[config.mk]
export PLATFORM = sky130hd
export DESIGN_NAME = mem_stage
export DESIGN_NICKNAME = d
export VERILOG_FILES = /design/src/rtl/mem_stage_pkg.sv /design/src/rtl/mem_stage_load_align.sv /design/src/rtl/mem_stage.sv
export SDC_FILE = /design/constraint.sdc
export NUM_CORES = 1
export LEC_CHECK = 0
export ABC_CLOCK_PERIOD_IN_PS = 2700
export CAP_MARGIN = 20
export CORE_AREA = 2 2 163 165
export DETAILED_ROUTE_END_ITERATION = 10
export DIE_AREA = 0 0 165 167
export GPL_ROUTABILITY_DRIVEN = 0
export HOLD_SLACK_MARGIN = 0.02
export PLACE_DENSITY = 0.65
export SLEW_MARGIN = 20
export SYNTH_ARGS = -nofsm -noshare
export SYNTH_HDL_FRONTEND = slang
export SYNTH_SLANG_ARGS = --single-unit
[constraint.sdc]
create_clock -name clk -period 2.7 [get_ports clk]
set_input_delay 0.54 -clock clk [delete_from_list [all_inputs] [get_ports clk]]
set_output_delay 0.54 -clock clk [all_outputs]
set_load 0.05 [all_outputs]
[src/rtl/mem_stage_pkg.sv]
// Shared definitions for the memory-access pipeline stage: bus widths,
// memory-operation codes, FSM states and operation classification helpers.
package mem_stage_pkg;

    localparam int REG_W      = 32;
    localparam int REG_ADDR_W = 5;
    localparam int MEM_OP_W   = 4;

    typedef enum logic [MEM_OP_W-1:0] {
        OP_NONE = 4'd0,
        OP_LB   = 4'd1,
        OP_LH   = 4'd2,
        OP_LW   = 4'd3,
        OP_LBU  = 4'd4,
        OP_LHU  = 4'd5,
        OP_SB   = 4'd6,
        OP_SH   = 4'd7,
        OP_SW   = 4'd8
    } mem_op_e;

    typedef enum logic [1:0] {
        S_IDLE = 2'd0,
        S_BUSY = 2'd1,
        S_DONE = 2'd2
    } state_e;

    function automatic logic is_load(logic [MEM_OP_W-1:0] op);
        return (op >= 4'd1) && (op <= 4'd5);
    endfunction

    function automatic logic is_store(logic [MEM_OP_W-1:0] op);
        return (op >= 4'd6) && (op <= 4'd8);
    endfunction

    // Halfword accesses need an even address, word accesses a multiple of four.
    function automatic logic misaligned(logic [MEM_OP_W-1:0] op, logic [1:0] lane);
        case (op)
            OP_LH, OP_LHU, OP_SH: return lane[0];
            OP_LW, OP_SW:         return lane != 2'b00;
            default:              return 1'b0;
        endcase
    endfunction

endpackage

[src/rtl/mem_stage_load_align.sv]
// Load data alignment: picks the addressed byte/halfword lane out of a RAM
// word and sign- or zero-extends it according to the load type.
module load_align
    import mem_stage_pkg::*;
(
    input  logic [MEM_OP_W-1:0] op,
    input  logic [1:0]          addr,
    input  logic [REG_W-1:0]    rdata,
    output logic [REG_W-1:0]    value
);

    logic [7:0]  byte_lane;
    logic [15:0] half_lane;

    always_comb begin
        case (addr)
            2'd0:    byte_lane = rdata[7:0];
            2'd1:    byte_lane = rdata[15:8];
            2'd2:    byte_lane = rdata[23:16];
            default: byte_lane = rdata[31:24];
        endcase
        half_lane = addr[1] ? rdata[31:16] : rdata[15:0];

        case (op)
            OP_LB:   value = {{24{byte_lane[7]}}, byte_lane};
            OP_LBU:  value = {24'd0, byte_lane};
            OP_LH:   value = {{16{half_lane[15]}}, half_lane};
            OP_LHU:  value = {16'd0, half_lane};
            OP_LW:   value = rdata;
            default: value = '0;
        endcase
    end

endmodule

[src/rtl/mem_stage.sv]
// MEM pipeline stage: turns EX/MEM load/store requests into a registered
// req/ack RAM transaction, stalling the front of the pipe until it completes.
module mem_stage
    import mem_stage_pkg::*;
(
    input  logic                  clk,
    input  logic                  rst,
    input  logic [REG_ADDR_W-1:0] mem_reg_waddr,
    input  logic                  mem_we,
    input  logic [REG_W-1:0]      mem_reg_wdata,
    input  logic [MEM_OP_W-1:0]   mem_op,
    input  logic [31:0]           mem_addr,
    input  logic [31:0]           mem_sdata,
    output logic                  ram_req,
    output logic                  ram_wr,
    output logic [31:0]           ram_addr,
    output logic [31:0]           ram_wdata,
    output logic [3:0]            ram_wmask,
    input  logic                  ram_ack,
    input  logic [31:0]           ram_rdata,
    output logic [REG_ADDR_W-1:0] wb_reg_waddr,
    output logic                  wb_we,
    output logic [REG_W-1:0]      wb_reg_wdata,
    output logic                  stall_req,
    output logic                  misalign
);

    state_e                state;
    logic [MEM_OP_W-1:0]   cap_op;
    logic [1:0]            cap_lane;
    logic [REG_ADDR_W-1:0] cap_waddr;
    logic                  cap_we;
    logic [REG_W-1:0]      cap_wdata;
    logic [REG_W-1:0]      result;
    logic [REG_W-1:0]      load_value;
    logic                  op_mem;
    logic                  op_bad;

    function automatic logic [31:0] store_data(logic [MEM_OP_W-1:0] op, logic [31:0] sdata);
        case (op)
            OP_SB:   return {4{sdata[7:0]}};
            OP_SH:   return {2{sdata[15:0]}};
            OP_SW:   return sdata;
            default: return 32'd0;
        endcase
    endfunction

    function automatic logic [3:0] store_mask(logic [MEM_OP_W-1:0] op, logic [1:0] lane);
        case (op)
            OP_SB:   return 4'b0001 << lane;
            OP_SH:   return 4'b0011 << lane;
            OP_SW:   return 4'b1111;
            default: return 4'b0000;
        endcase
    endfunction

    load_align u_load_align (
        .op    (cap_op),
        .addr  (cap_lane),
        .rdata (ram_rdata),
        .value (load_value)
    );

    always_comb begin
        op_mem       = is_load(mem_op) || is_store(mem_op);
        op_bad       = op_mem && misaligned(mem_op, mem_addr[1:0]);
        stall_req    = 1'b0;
        wb_reg_waddr = mem_reg_waddr;
        wb_we        = mem_we;
        wb_reg_wdata = mem_reg_wdata;
        case (state)
            S_IDLE: begin
                // Memory ops write back only from DONE; a faulting op never does.
                if (op_mem) begin
                    wb_we     = 1'b0;
                    stall_req = !op_bad;
                end
            end
            S_BUSY: begin
                wb_we     = 1'b0;
                stall_req = 1'b1;
            end
            S_DONE: begin
                wb_reg_waddr = cap_waddr;
                wb_we        = cap_we;
                wb_reg_wdata = is_load(cap_op) ? result : cap_wdata;
            end
            default: ;
        endcase
        if (rst) begin
            stall_req = 1'b0;
            wb_we     = 1'b0;
        end
    end

    always_ff @(posedge clk) begin
        if (rst) begin
            state     <= S_IDLE;
            ram_req   <= 1'b0;
            ram_wr    <= 1'b0;
            ram_addr  <= '0;
            ram_wdata <= '0;
            ram_wmask <= '0;
            misalign  <= 1'b0;
            cap_op    <= '0;
            cap_lane  <= '0;
            cap_waddr <= '0;
            cap_we    <= 1'b0;
            cap_wdata <= '0;
            result    <= '0;
        end else begin
            misalign <= 1'b0;
            case (state)
                S_IDLE: begin
                    if (op_bad) begin
                        misalign <= 1'b1;
                    end else if (op_mem) begin
                        cap_op    <= mem_op;
                        cap_lane  <= mem_addr[1:0];
                        cap_waddr <= mem_reg_waddr;
                        cap_we    <= mem_we;
                        cap_wdata <= mem_reg_wdata;
                        ram_req   <= 1'b1;
                        ram_wr    <= is_store(mem_op);
                        ram_addr  <= {mem_addr[31:2], 2'b00};
                        ram_wdata <= store_data(mem_op, mem_sdata);
                        ram_wmask <= store_mask(mem_op, mem_addr[1:0]);
                        state     <= S_BUSY;
                    end
                end
                S_BUSY: begin
                    if (ram_ack) begin
                        result  <= load_value;
                        ram_req <= 1'b0;
                        ram_wr  <= 1'b0;
                        state   <= S_DONE;
                    end
                end
                S_DONE:  state <= S_IDLE;
                default: state <= S_IDLE;
            endcase
        end
    end

endmodule

==> run metrics <==
Layout area overhead=53.7%; main combinational cell family by area after synthesis=compound AO/OA/AOI/OAI gates; unrepaired setup endpoints after global routing=false; simple-gate share of the synthesized area=0.159; Final Skew=0.00907 ns; Crit Path Class=reg -> out; Syn Inst Count=908; Placement Rows=59; Slew headroom=0.557; Final nets=1269; Core ar.=0.0258 sq mm; register-to-register setup slack=0.57 ns; ys flop type=dfxtp_1; Via Count=8168; clk buf depth=2; Tot GR Track Use=0.201; fmax=0.384 GHz; CP startpoint kind=flop; CTS tree=built; first-pass GRT wire length=43.9 mm; Max Cap Viol=0; Final setup viols=0; min Tclk post-route=2.61 ns; DRT iter0 DRCs=617; Hold Path End=result[16]; Total Die Area=0.0276 sq mm; Reg-to-Reg End=ram_wmask[1]; reg2reg start=state[1]; Routed WL per cell=19.3 um; crit path from=cap_op[1]; outcome=complete, no violations; clock latency on the worst-skew pair=0.42 ns; DR DRC count=0; # IOs=251; DP HPWL=19.6 mm; Final Max Tran Viols=0; register area share after synthesis=0.385; register area=0.00295 sq mm; WL final=28.5 mm; largest net degree at the start of global routing=57; PortBufs=248; Final period util=0.965; Hold WS=0.460 ns; number of global-route vias before repair=7797; synth unique cells=54; hold depth=2; cell area after synthesis=0.00764 sq mm; Leakage=4.44 nW; area of the multi-input gates=0.00428 sq mm; dpl cells=1443; critical hold path startpoint=result[16]; cell depth of the worst flop-to-flop path=7; clk root buf=clkbuf_16; CTS sink cnt=147; mux share of post-synthesis cell area=0.0967; H-Tree Depth=4; number of synthesized flops with an enable pin=0; Syn Area/Cell=8.41 sq um; Critical Path End Type=output pin; Layout Cells excl Fill=1476; worst vdd ir=426 uV; most common cell after layout, fill and taps aside=clkdlybuf4s50_1; Yosys warnings=0; PD cells=595 mW/mm^2; post-synthesis xor/xnor area fraction=0.00115; CTS clk-pin slew, worst paths=0.06 ns; commonest cells after routing, fill and taps aside=clkdlybuf4s50_1 (204), dfxtp_1 (145), a21oi_1 (90); critical-path maximum fanout=16; CTS Hold Buffers Added=0; initial antenna violation count=1; worst endpoint required time=2.16 ns; Tot Pwr=6.98 mW; share of post-route cells with drive strength above 1=0.167; Fill cells=2503; final hold violations=0; CP arrival=2.07 ns; DIE HEIGHT=167 um; compound-cell area share of the yosys netlist=0.291; die width=165 um; TritonCTS Buffers=17; vias per inst=5.53; drt pass-1 iters=5; Detail Route Antenna Nets=0; Slew @ Worst Pin=0.664 ns; worst min path class=reg -> reg; Async SR Flop Fraction=0; GRT Residual Overflow=0; Synth Area in Adders=0; FF+latch count, synth=147; Initial Util=0.296
## synth_stat cells, drive strengths merged (2+ instances only)
cell | instances | area, sq um
a211oi | 29 | 230
nor3b | 2 | 15.0
nor2 | 24 | 90.1
nand3 | 3 | 15.0
dfxtp | 147 | 2940
o211a | 2 | 20.0
or3b | 2 | 17.5
a31oi | 42 | 263
o311a | 2 | 20.0
a211o | 2 | 17.5
nand2 | 69 | 259
a31o | 3 | 26.3
and3b | 3 | 26.3
a21oi | 91 | 455
nor4b | 2 | 17.5
nand3b | 5 | 50.1
inv | 6 | 22.5
or2 | 7 | 43.8
buf | 58 | 278
o31ai | 73 | 548
o21ai | 68 | 340
nor3 | 6 | 41.3
o22ai | 8 | 50.1
mux2 | 20 | 225
nor4bb | 2 | 20.0
nand2b | 2 | 12.5
nand4 | 73 | 457
or4b | 3 | 30.0
a22oi | 24 | 180
clkbuf | 55 | 206
o31a | 3 | 26.3
mux2i | 49 | 490
and2 | 10 | 62.6
## flip-flops by register name (all words and copies together) (netlist names)
name and flops:
cap_op 4, cap_waddr 5, ram_addr 30, ram_wmask 4
ram_req 1, result 32, cap_we 1, ram_wdata 32
ram_wr 1, misalign 1, state 2, cap_wdata 32
cap_lane 2
## repair_timing
| action | in CTS | in global routing |
|---|---|---|
| buffers inserted | 0 | 0 |
| endpoints found under the hold margin | 0 | 0 |
| cloned | 0 | 1 |
| gates resized for setup | 9 | 5 |
| setup endpoints to repair | 6 | 5 |
## power breakdown
part | switching, mW | total, mW | internal, mW
sequential | 0.0935 | 2.42 | 2.32
combinational | 1.20 | 2.08 | 0.881
clock | 1.01 | 2.48 | 1.47
total | 2.30 | 6.98 | 4.67
## layer usage
layer,wire length (um),vias up,global-route usage,part of all wire
met5,0,-,0,0
met4,445,0,0.0563,0.016
met3,2120,30,0.0438,0.074
met2,13500,326,0.324,0.47
met1,12400,3904,0.269,0.44
li1,-,3908,-,-
## cells by family (layout without fill, tap and decap cells)
| kind of cell | Yosys count | after routing |
|---|---|---|
| xor gates and xnor gates | 1 | 1 |
| AOI/OAI and AO/OA | 352 | 352 |
| DFF | 147 | 147 |
| and+or+nand+nor | 218 | 218 |
| buffers and inverters | 119 | 350 |
| other | 1 | 3 |
| muxes | 70 | 70 |
## critical path, stage by stage, from the launching register on
cell,delay [ns]
dfxtp_2,0.40
nor3_1,0.23
nand2b_2,0.24
buf_12,0.21
mux2i_2,0.27
o21ai_1,0.13
buf_12,0.17
## stage by stage
| stage | setup slack [ns] | area [sq um] | util | setup TNS (ns) |
|---|---|---|---|---|
| 2_1_floorplan | -0.0773 | 7650 | - | -0.0773 |
| 3_3_place_gp | -0.256 | 11100 | 0.431 | -11.39 |
| 3_5_place_dp | -0.289 | 11100 | 0.431 | -14.13 |
| 4_1_cts | 0.0419 | 11700 | 0.454 | 0 |
| 5_1_grt | 0.00363 | 11700 | 0.455 | 0 |
| 6_report | 0.0934 | 11700 | 0.455 | 0 |
## worst max path at each step
stage,slack (ns),to,cells past startpoint
5_1_grt,0.004,wb_reg_wdata[2],6
2_1_floorplan,-0.08,stall_req,8
6_report,0.09,wb_reg_wdata[2],6
3_5_place_dp,-0.29,ram_wdata[6],8
4_1_cts,0.04,stall_req,6
3_3_place_gp,-0.26,ram_wdata[5],8
## cell type report
cell class | count | share of cell area
clock buffers | 18 | 0.0366
repair buffers | 313 | 0.295
diodes | 1 | 0.000213
clock inverters | 13 | 0.0147
well taps | 335 | 0.0357
inverters | 6 | 0.00192
flip-flops and latches | 147 | 0.251
multi-input cells | 643 | 0.364
Power figures use the tool's default switching activity.
